### src/rtl/uart_alu_if.sv
// Byte/ALU/TX signal bundle between the UART side, the ALU and the frame sequencer.
interface uart_alu_if #(
  parameter int NB_DATA = 8,
  parameter int NB_OP   = 6
);
  logic [NB_DATA-1:0] i_rx_data;
  logic               i_rx_done;
  logic [NB_DATA-1:0] i_alu_RES;
  logic               i_tx_done;
  logic [NB_DATA-1:0] o_data_A;
  logic [NB_DATA-1:0] o_data_B;
  logic [NB_OP-1:0]   o_OP;
  logic [NB_DATA-1:0] o_tx_data;
  logic               o_tx_start;
  logic               o_busy;
  logic               o_timeout;

  modport slave (
    input  i_rx_data, i_rx_done, i_alu_RES, i_tx_done,
    output o_data_A, o_data_B, o_OP, o_tx_data, o_tx_start, o_busy, o_timeout
  );

  modport master (
    output i_rx_data, i_rx_done, i_alu_RES, i_tx_done,
    input  o_data_A, o_data_B, o_OP, o_tx_data, o_tx_start, o_busy, o_timeout
  );
endinterface

### src/rtl/uart_alu_interface.sv
// Frame sequencer: collects A, B, opcode bytes from UART rx, holds them on the ALU,
// captures the result and hands it to UART tx; aborts stalled partial frames.
module uart_alu_interface #(
  parameter int NB_DATA        = 8,
  parameter int NB_OP          = 6,
  parameter int TIMEOUT_CYCLES = 1000000
) (
  input  logic       i_clk,
  input  logic       i_reset,
  uart_alu_if.slave  bus
);
  localparam int CW = (TIMEOUT_CYCLES > 0) ? $clog2(TIMEOUT_CYCLES + 1) : 1;
  localparam logic [CW-1:0] CNT_LAST = (TIMEOUT_CYCLES > 0) ? CW'(TIMEOUT_CYCLES - 1) : '0;

  typedef enum logic [2:0] {ST_A, ST_B, ST_OP, ST_RES, ST_TX} state_t;

  state_t             state_q, state_d;
  logic [CW-1:0]      cnt_q, cnt_d;
  logic [NB_DATA-1:0] data_a_q, data_a_d;
  logic [NB_DATA-1:0] data_b_q, data_b_d;
  logic [NB_OP-1:0]   op_q, op_d;
  logic [NB_DATA-1:0] tx_data_q, tx_data_d;
  logic               tx_start_q, tx_start_d;
  logic               timeout_q, timeout_d;
  logic               expire;

  // A byte arriving on the expiry cycle wins over the abort.
  assign expire = (TIMEOUT_CYCLES > 0) && ((state_q == ST_B) || (state_q == ST_OP)) &&
                  !bus.i_rx_done && (cnt_q == CNT_LAST);

  always_comb begin
    state_d    = state_q;
    cnt_d      = cnt_q;
    data_a_d   = data_a_q;
    data_b_d   = data_b_q;
    op_d       = op_q;
    tx_data_d  = tx_data_q;
    tx_start_d = 1'b0;
    timeout_d  = 1'b0;
    case (state_q)
      ST_A: begin
        if (bus.i_rx_done) begin
          data_a_d = bus.i_rx_data;
          cnt_d    = '0;
          state_d  = ST_B;
        end
      end
      ST_B, ST_OP: begin
        if (bus.i_rx_done) begin
          cnt_d = '0;
          if (state_q == ST_B) begin
            data_b_d = bus.i_rx_data;
            state_d  = ST_OP;
          end else begin
            op_d    = bus.i_rx_data[NB_OP-1:0];
            state_d = ST_RES;
          end
        end else if (expire) begin
          timeout_d = 1'b1;
          cnt_d     = '0;
          state_d   = ST_A;
        end else if (cnt_q != '1) begin
          cnt_d = cnt_q + CW'(1);
        end
      end
      ST_RES: begin
        tx_data_d  = bus.i_alu_RES;
        tx_start_d = 1'b1;
        state_d    = ST_TX;
      end
      ST_TX: begin
        if (bus.i_tx_done) state_d = ST_A;
      end
      default: state_d = ST_A;
    endcase
  end

  always_ff @(posedge i_clk) begin
    if (i_reset) begin
      state_q    <= ST_A;
      cnt_q      <= '0;
      data_a_q   <= '0;
      data_b_q   <= '0;
      op_q       <= '0;
      tx_data_q  <= '0;
      tx_start_q <= 1'b0;
      timeout_q  <= 1'b0;
    end else begin
      state_q    <= state_d;
      cnt_q      <= cnt_d;
      data_a_q   <= data_a_d;
      data_b_q   <= data_b_d;
      op_q       <= op_d;
      tx_data_q  <= tx_data_d;
      tx_start_q <= tx_start_d;
      timeout_q  <= timeout_d;
    end
  end

  assign bus.o_data_A   = data_a_q;
  assign bus.o_data_B   = data_b_q;
  assign bus.o_OP       = op_q;
  assign bus.o_tx_data  = tx_data_q;
  assign bus.o_tx_start = tx_start_q;
  assign bus.o_timeout  = timeout_q;
  assign bus.o_busy     = (state_q == ST_RES) || (state_q == ST_TX);
endmodule

### src/flat_wrapper.sv
// flat-port wrapper written by rule: the top's interface ports become plain ports
module uart_alu_interface_flat 
#(
  parameter int NB_DATA        = 8,
  parameter int NB_OP          = 6,
  parameter int TIMEOUT_CYCLES = 1000000
)
  (i_clk, i_reset, bus_i_rx_data, bus_i_rx_done, bus_i_alu_RES, bus_i_tx_done, bus_o_data_A, bus_o_data_B, bus_o_OP, bus_o_tx_data, bus_o_tx_start, bus_o_busy, bus_o_timeout);
  uart_alu_if #(.NB_DATA(NB_DATA), .NB_OP(NB_OP)) bus_i ();
  input  logic i_clk;
  input  logic i_reset;
  input wire logic [$bits(bus_i.i_rx_data)-1:0] bus_i_rx_data;
  input wire logic [$bits(bus_i.i_rx_done)-1:0] bus_i_rx_done;
  input wire logic [$bits(bus_i.i_alu_RES)-1:0] bus_i_alu_RES;
  input wire logic [$bits(bus_i.i_tx_done)-1:0] bus_i_tx_done;
  output wire logic [$bits(bus_i.o_data_A)-1:0] bus_o_data_A;
  output wire logic [$bits(bus_i.o_data_B)-1:0] bus_o_data_B;
  output wire logic [$bits(bus_i.o_OP)-1:0] bus_o_OP;
  output wire logic [$bits(bus_i.o_tx_data)-1:0] bus_o_tx_data;
  output wire logic [$bits(bus_i.o_tx_start)-1:0] bus_o_tx_start;
  output wire logic [$bits(bus_i.o_busy)-1:0] bus_o_busy;
  output wire logic [$bits(bus_i.o_timeout)-1:0] bus_o_timeout;
  assign bus_i.i_rx_data = bus_i_rx_data;
  assign bus_i.i_rx_done = bus_i_rx_done;
  assign bus_i.i_alu_RES = bus_i_alu_RES;
  assign bus_i.i_tx_done = bus_i_tx_done;
  assign bus_o_data_A = bus_i.o_data_A;
  assign bus_o_data_B = bus_i.o_data_B;
  assign bus_o_OP = bus_i.o_OP;
  assign bus_o_tx_data = bus_i.o_tx_data;
  assign bus_o_tx_start = bus_i.o_tx_start;
  assign bus_o_busy = bus_i.o_busy;
  assign bus_o_timeout = bus_i.o_timeout;
  uart_alu_interface #(.NB_DATA(NB_DATA), .NB_OP(NB_OP), .TIMEOUT_CYCLES(TIMEOUT_CYCLES)) u_core (.i_clk(i_clk), .i_reset(i_reset), .bus(bus_i));
endmodule
### config.mk
export PLATFORM = sky130hd
export DESIGN_NAME = uart_alu_interface_flat
export DESIGN_NICKNAME = d
export VERILOG_FILES = /design/src/rtl/uart_alu_if.sv /design/src/rtl/uart_alu_interface.sv /design/src/flat_wrapper.sv
export SDC_FILE = /design/constraint.sdc
export NUM_CORES = 1
export LEC_CHECK = 0
export CORE_MARGIN = 5
export CORE_UTILIZATION = 28
export CTS_CLUSTER_SIZE = 28
export DETAILED_ROUTE_END_ITERATION = 10
export DONT_BUFFER_PORTS = 1
export SLEW_MARGIN = 20
export SYNTH_ARGS = -nofsm -noshare
export SYNTH_HDL_FRONTEND = slang
export SYNTH_SLANG_ARGS = --single-unit
### constraint.sdc
create_clock -name i_clk -period 4.8 [get_ports i_clk]
set_input_delay 0.72 -clock i_clk [delete_from_list [all_inputs] [get_ports i_clk]]
set_output_delay 0.72 -clock i_clk [all_outputs]
set_load 0.01 [all_outputs]
==> results of run 1 <==
-- logic make-up (layout without fill, tap and decap cells) --
| group | after synthesis | in the layout | synth area share, % |
|---|---|---|---|
| AND/OR/NAND/NOR | 131 | 131 | 26.3 |
| AO/OA/AOI/OAI | 68 | 68 | 17.4 |
| flip-flops | 55 | 55 | 45.6 |
| buffers and inverters | 18 | 12 | 3.48 |
| multiplexers | 15 | 15 | 6.28 |
| adder cells (fa/ha/maj) | 1 | 1 | 0.519 |
| XOR/XNOR | 1 | 1 | 0.363 |
-- per-layer routing --
metal  track usage (%)  up-vias  routed length [um]
met4              3.59        0                  80
met1              14.0      911                2460
met3              3.65        6                 391
met5                 0        -                   0
li1                  -     1006                   -
met2              16.1       62                2590
-- critical path, stage by stage, from the launching register on --
cell and delay (ns):
dfxtp_1 0.42, ha_1 0.21, nand3_1 0.23, nor4_4 0.47, a31oi_1 0.35, nor2_1 0.80, o21ai_1 0.16, o31ai_1 0.10
-- worst min path at each step --
stage / slack, ns / endpoint / startpoint
after floorplan: 0.44 / u_core.cnt_q[19] / u_core.cnt_q[19]
after global placement: 0.47 / u_core.cnt_q[19] / u_core.cnt_q[19]
after detailed placement: 0.48 / u_core.cnt_q[19] / u_core.cnt_q[19]
after CTS: 0.46 / u_core.bus.o_data_B[7] / i_reset
after global routing: 0.45 / u_core.bus.o_data_B[6] / i_reset
final: 0.49 / u_core.bus.o_tx_data[4] / i_reset
-- cells in the mapped netlist (2+ instances only) --
library cell  number  share of area (%)
dfxtp_1           55                 46
nand2_1           52                8.1
nor2_1            29                4.5
a21oi_1           22                4.6
o21ai_1           16                3.3
mux2i_1           14                5.8
nand3_1           12                2.5
o31ai_1           11                3.4
clkbuf_1          10                1.6
nand4_1            6                1.6
o21ai_0            6                1.2
and2_1             4                1.0
nand2b_1           4                1.0
or3_1              4                1.0
a31oi_1            3               0.78
inv_1              3               0.47
nor2b_1            3               0.78
nor3_1             3               0.62
nor4_1             3               0.78
o41ai_1            3                1.1
buf_1              2               0.31
buf_6              2               0.93
or4_1              2               0.62
-- through the flow --
stage                     cells  total power [mW]
after CTS                   388             0.806
after detailed placement    380             0.537
final                       388             0.793
after global routing        388             0.833
after floorplan             289             0.531
after global placement      380             0.536
-- power by group through the flow --
stage	Combinational, mW	Clock (mW)	Sequential, mW
final	0.0464	0.267	0.480
after global routing	0.0538	0.298	0.482
after CTS	0.0463	0.280	0.480
after detailed placement	0.0462	0	0.491
after global placement	0.0456	0	0.490
after floorplan	0.0459	0	0.486
-- final cells by class --
| class | count | share of cell area (%) |
|---|---|---|
| multi-input combinational | 216 | 47.7 |
| tap | 105 | 5.10 |
| clock buffer | 5 | 2.67 |
| sequential | 55 | 42.8 |
| clock inverter | 3 | 1.07 |
| timing repair buffer | 1 | 0.292 |
| inverter | 3 | 0.437 |
-- sequential cells by signal, summed over array words and instances (netlist names) --
register and flops:
u_core.bus.o_OP 6, u_core.bus.o_timeout 1, u_core.cnt_q 20, u_core.state_q 3
u_core.bus.o_data_B 8, u_core.bus.o_tx_start 1, u_core.bus.o_data_A 8, u_core.bus.o_tx_data 8
==> out/metrics.cfg, run 1 <==
[sta]
relSlewSlack_pct = 39.1
setup_ws_ns = 1.98
grt_setup_unrepaired = false
tns_ns = 0
tightestPinTransition_ns = 0.910
whs_ns = 0.486
max_freq_mhz = 354
post-route-period-util_pct = 58.8
clock_skew_ns = 0.00786
hold_viol = 0
min_period_ns = 2.82
setup_viol = 0
drv_slew = 0

[critical_path]
reg2regPathDepth = 7
cp-start-kind = flip-flop
cp_max_fo = 12
cp-end-kind = flip-flop
r2r-start = u_core.cnt_q[0]
rr_endpoint = u_core.cnt_q[8]
crit_end = u_core.cnt_q[8]
path_class = reg2reg
r2r_setup_slack_ns = 1.98
worst-endpoint-required_ns = 5.02
arrival_ns = 3.04
crit_start = u_core.cnt_q[0]

[clocking]
cts-resized-gates = 0
cts_hold_buf = 0
postCtsSetupBuffers = 0
cts_tree = built
ctsHtreeMaxLevel = 2
insertion_delay_ns = 0.30
cts.sinks = 55
cts.reportedPaths.clkPinSlew_ns = 0.10
cts_buffer_depth = 2
cts-root-buf = clkbuf_8
cts_buffers = 5

[global_route]
antenna_found_initial = 0
grt_usage_pct = 10.6
grt_pass1_vias = 1880
grt_pass1_wl_um = 9050
grt_max_degree = 40
grt_overflow = 0

[job]
cap_violations = 0

[logic_synthesis]
ys_seq_elements = 55
synth_edf_count = 0
ys_types = 43
syn_avg_cell_area_sq_um = 8.35
synth_fp_nets = 310
ys.warnings.count = 0
postSynthCellCount = 289
ys_async_sr_fraction_pct = 0
syn_area_sq_mm = 0.00241
synth_seq_area_share_pct = 45.6
ys.flop_type = dfxtp_1

[cells_and_area]
ff_latch_area_sq_mm = 0.00110
multi_input_area_sq_mm = 0.00123
antennaDiodeCount = 0
drive_gt1_share_pct = 6.01
area.growth.synth_to_final_pct = 6.74
layout_common_cells = dfxtp_1, nand2_1, nor2_1
final_area_sq_mm = 0.00257
layout_commonest_cell = dfxtp_1
nNetsFinal = 303
nFillCells = 862
final_core_util_pct = 31.0

[routing]
wl_um = 5520
wl_per_cell_um = 14.2
first_pass_iters = 4
via_count = 1985
dr.first_iter.drc_count = 117
drc = 0
vias_per_cell = 5.12
ant_nets = 0

[hold_path]
worstHoldPathCells = 1
hold_class = in2reg

[floorplanning]
dieWidth_um = 103
dieArea_sq_mm = 0.0106
dieHeight_um = 103
core_sq_mm = 0.00830
ios = 53
row_count = 33
initial_core_util_pct = 29.1

[pwr]
swShare_pct = 25.4
combinationalPowerShare_pct = 5.8
p_clk_share_pct = 33.6
ir_drop_mv = 0.138
cellPowerDensity_mw_per_mm2 = 308
p_leak_nw = 0.904
power_frac_seq_pct = 60.5
power_switching_mw = 0.201
power.internal_mw = 0.591

[outcome]
status = finished, final reports clean

[place]
placed_cell_area_sq_mm = 0.00248
gp_congestion = 0.855
post-dp-hpwl_um = 4030
place_ws_ns = 2.02
place.port_buffers = 0

Note: power is estimated with default switching activity, not from simulation.
==> run 2, diff against run 1 <==
==> constraint.sdc (replaced) <==
create_clock -name i_clk -period 2.75 [get_ports i_clk]
set_input_delay 0.4125 -clock i_clk [delete_from_list [all_inputs] [get_ports i_clk]]
set_output_delay 0.4125 -clock i_clk [all_outputs]
set_load 0.01 [all_outputs]
==> out/metrics.cfg, run 2 (synthesis gave the netlist of run 1 again) <==
[pwr]
finalPower_mw = 1.42  ; +79%
cellPowerDensity_mw_per_mm2 = 539  ; +75%
ir_drop_mv = 0.269  ; +95%
p_leak_nw = 0.939  ; +3.8%

[critical_path]
cp-end-kind = flip-flop
cp_max_fo = 10  ; -2
reg2regPathDepth = 7  ; unchanged
worst-endpoint-required_ns = 2.94  ; -2.08 ns
path_class = reg2reg
rr_endpoint = u_core.cnt_q[13]
cp-start-kind = flip-flop
r2r-start = u_core.cnt_q[7]
r2r_setup_slack_ns = 0.34  ; -1.64 ns
arrival_ns = 2.60  ; -0.44 ns

[cells_and_area]
layout_commonest_cell = dfxtp_1
drive_gt1_share_pct = 7.96  ; +2.0 points
fin_cells = 394  ; +1.5%
layout_common_cells = dfxtp_1, nand2_1, nor2_1
nFillCells = 870  ; +0.93%
area.growth.synth_to_final_pct = 8.87
largest_reg_flops = 20  ; unchanged
antennaDiodeCount = 0  ; unchanged
final_core_util_pct = 31.6  ; +0.62 points
regMostFlops = u_core.cnt_q
nNetsFinal = 309  ; +2.0%
final_area_sq_mm = 0.00263  ; +2.0%

[floorplanning]
dieWidth_um = 103  ; unchanged
dieArea_sq_mm = 0.0106  ; unchanged
ios = 53  ; unchanged
row_count = 33  ; unchanged
dieHeight_um = 103  ; unchanged
core_sq_mm = 0.00830  ; unchanged
initial_core_util_pct = 29.1  ; unchanged

[sta]
hold_viol = 0  ; unchanged
clock_skew_ns = 0.00813  ; +0.000274 ns
drv_slew = 0  ; unchanged
tightestPinTransition_ns = 0.815  ; -0.0943 ns
post-route-period-util_pct = 87.7  ; +29 points
whs_ns = 0.165  ; -0.321 ns
setup_ws_ns = 0.337  ; -1.64 ns
min_period_ns = 2.41  ; -0.411 ns
relSlewSlack_pct = 45.2  ; +6.1 points
setup_viol = 0  ; unchanged
max_freq_mhz = 414  ; +17%
grt_setup_unrepaired = false
tns_ns = 0  ; unchanged

[place]
dp_cells = 386  ; +1.6%
place_ws_ns = 0.354  ; -1.66 ns
place.port_buffers = 0  ; unchanged
post-dp-hpwl_um = 4020  ; -0.30%
placed_cell_area_sq_mm = 0.00252  ; +1.8%
gp_congestion = 0.860  ; +0.53%

[global_route]
grt_overflow = 0  ; unchanged
grt_usage_pct = 10.5  ; -0.037 points
grt_pass1_wl_um = 8900  ; -1.6%
grt_pass1_vias = 1859  ; -1.1%
antenna_found_initial = 0  ; unchanged
grt_max_degree = 40  ; unchanged

[hold_path]
worstHoldPathCells = 1  ; unchanged
worstHoldStart = i_reset
worst_hold_path.endpoint = u_core.bus.o_tx_data[5]
hold_class = in2reg

[routing]
dr.first_iter.drc_count = 108  ; -7.7%
via_count = 1976  ; -0.45%
vias_per_cell = 5.02  ; -2.0%
first_pass_iters = 4  ; unchanged
ant_nets = 0  ; unchanged
wl_per_cell_um = 14.0  ; -1.9%
wl_um = 5500  ; -0.42%
drc = 0  ; unchanged

[clocking]
cts.reportedPaths.clkPinSlew_ns = 0.11  ; about the same
insertion_delay_ns = 0.32  ; +0.02 ns
cts_hold_buf = 0  ; unchanged
postCtsSetupBuffers = 0  ; unchanged
cts_buffer_depth = 2  ; unchanged
ctsHtreeMaxLevel = 2  ; unchanged
cts-resized-gates = 0  ; unchanged
cts-root-buf = clkbuf_8
cts.sinks = 55  ; unchanged
cts_tree = built
cts_buffers = 5  ; unchanged

[job]
cap_violations = 0  ; unchanged

[outcome]
status = finished, final reports clean

run 2: cell count changes in the layout (fill, tap and decap cells not counted), sizes merged:
cell      previous run  this run
clkinv               0         1
buf                  1         7
clkinvlp             1         0
run 2: how the worst max path moves through the flow:
stage	start	end	slack [ns]	depth (start not counted)
finish	u_core.cnt_q[7]	u_core.cnt_q[13]	0.34	7
global route	u_core.cnt_q[7]	u_core.cnt_q[13]	0.23	7
CTS	u_core.cnt_q[7]	u_core.cnt_q[13]	0.34	7
detailed placement	u_core.cnt_q[7]	u_core.cnt_q[13]	0.35	7
global placement	u_core.cnt_q[7]	u_core.cnt_q[13]	0.40	7
floorplan	u_core.cnt_q[7]	u_core.cnt_q[13]	0.59	7
run 2: worst max-delay path, stage by stage (launching register included):
cell      delay (ns)
dfxtp_1         0.37
or4_1           0.52
or4_4           0.56
o211ai_4        0.35
buf_4           0.22
a21oi_1         0.05
o21ai_1         0.14
o31ai_1         0.08
run 2: per-layer routing:
layer | wire [um] | share of wire, % | global-route usage, % | vias up
met4 | 60 | 1.1 | 2.69 | 0
met3 | 276 | 5.0 | 3.59 | 4
li1 | - | - | - | 1026
met5 | 0 | 0 | 0 | -
met2 | 2550 | 46 | 17.1 | 34
met1 | 2620 | 48 | 13.5 | 912
run 2: area by class of cell:
cell class                 count  area (sq um)  area share [%]
multi-input combinational    216          1230            46.7
clock buffer                   5          68.8            2.62
clock inverter                 3          33.8            1.29
tap                          105           131            5.00
inverter                       3          11.3           0.429
sequential                    55          1100            41.9
timing repair buffer           7          52.6            2.00
run 2: where the power goes:
group          internal [mW]  switching (mW)
registers              0.814          0.0234
logic                 0.0346          0.0521
clock network          0.194           0.298
total                   1.04           0.374
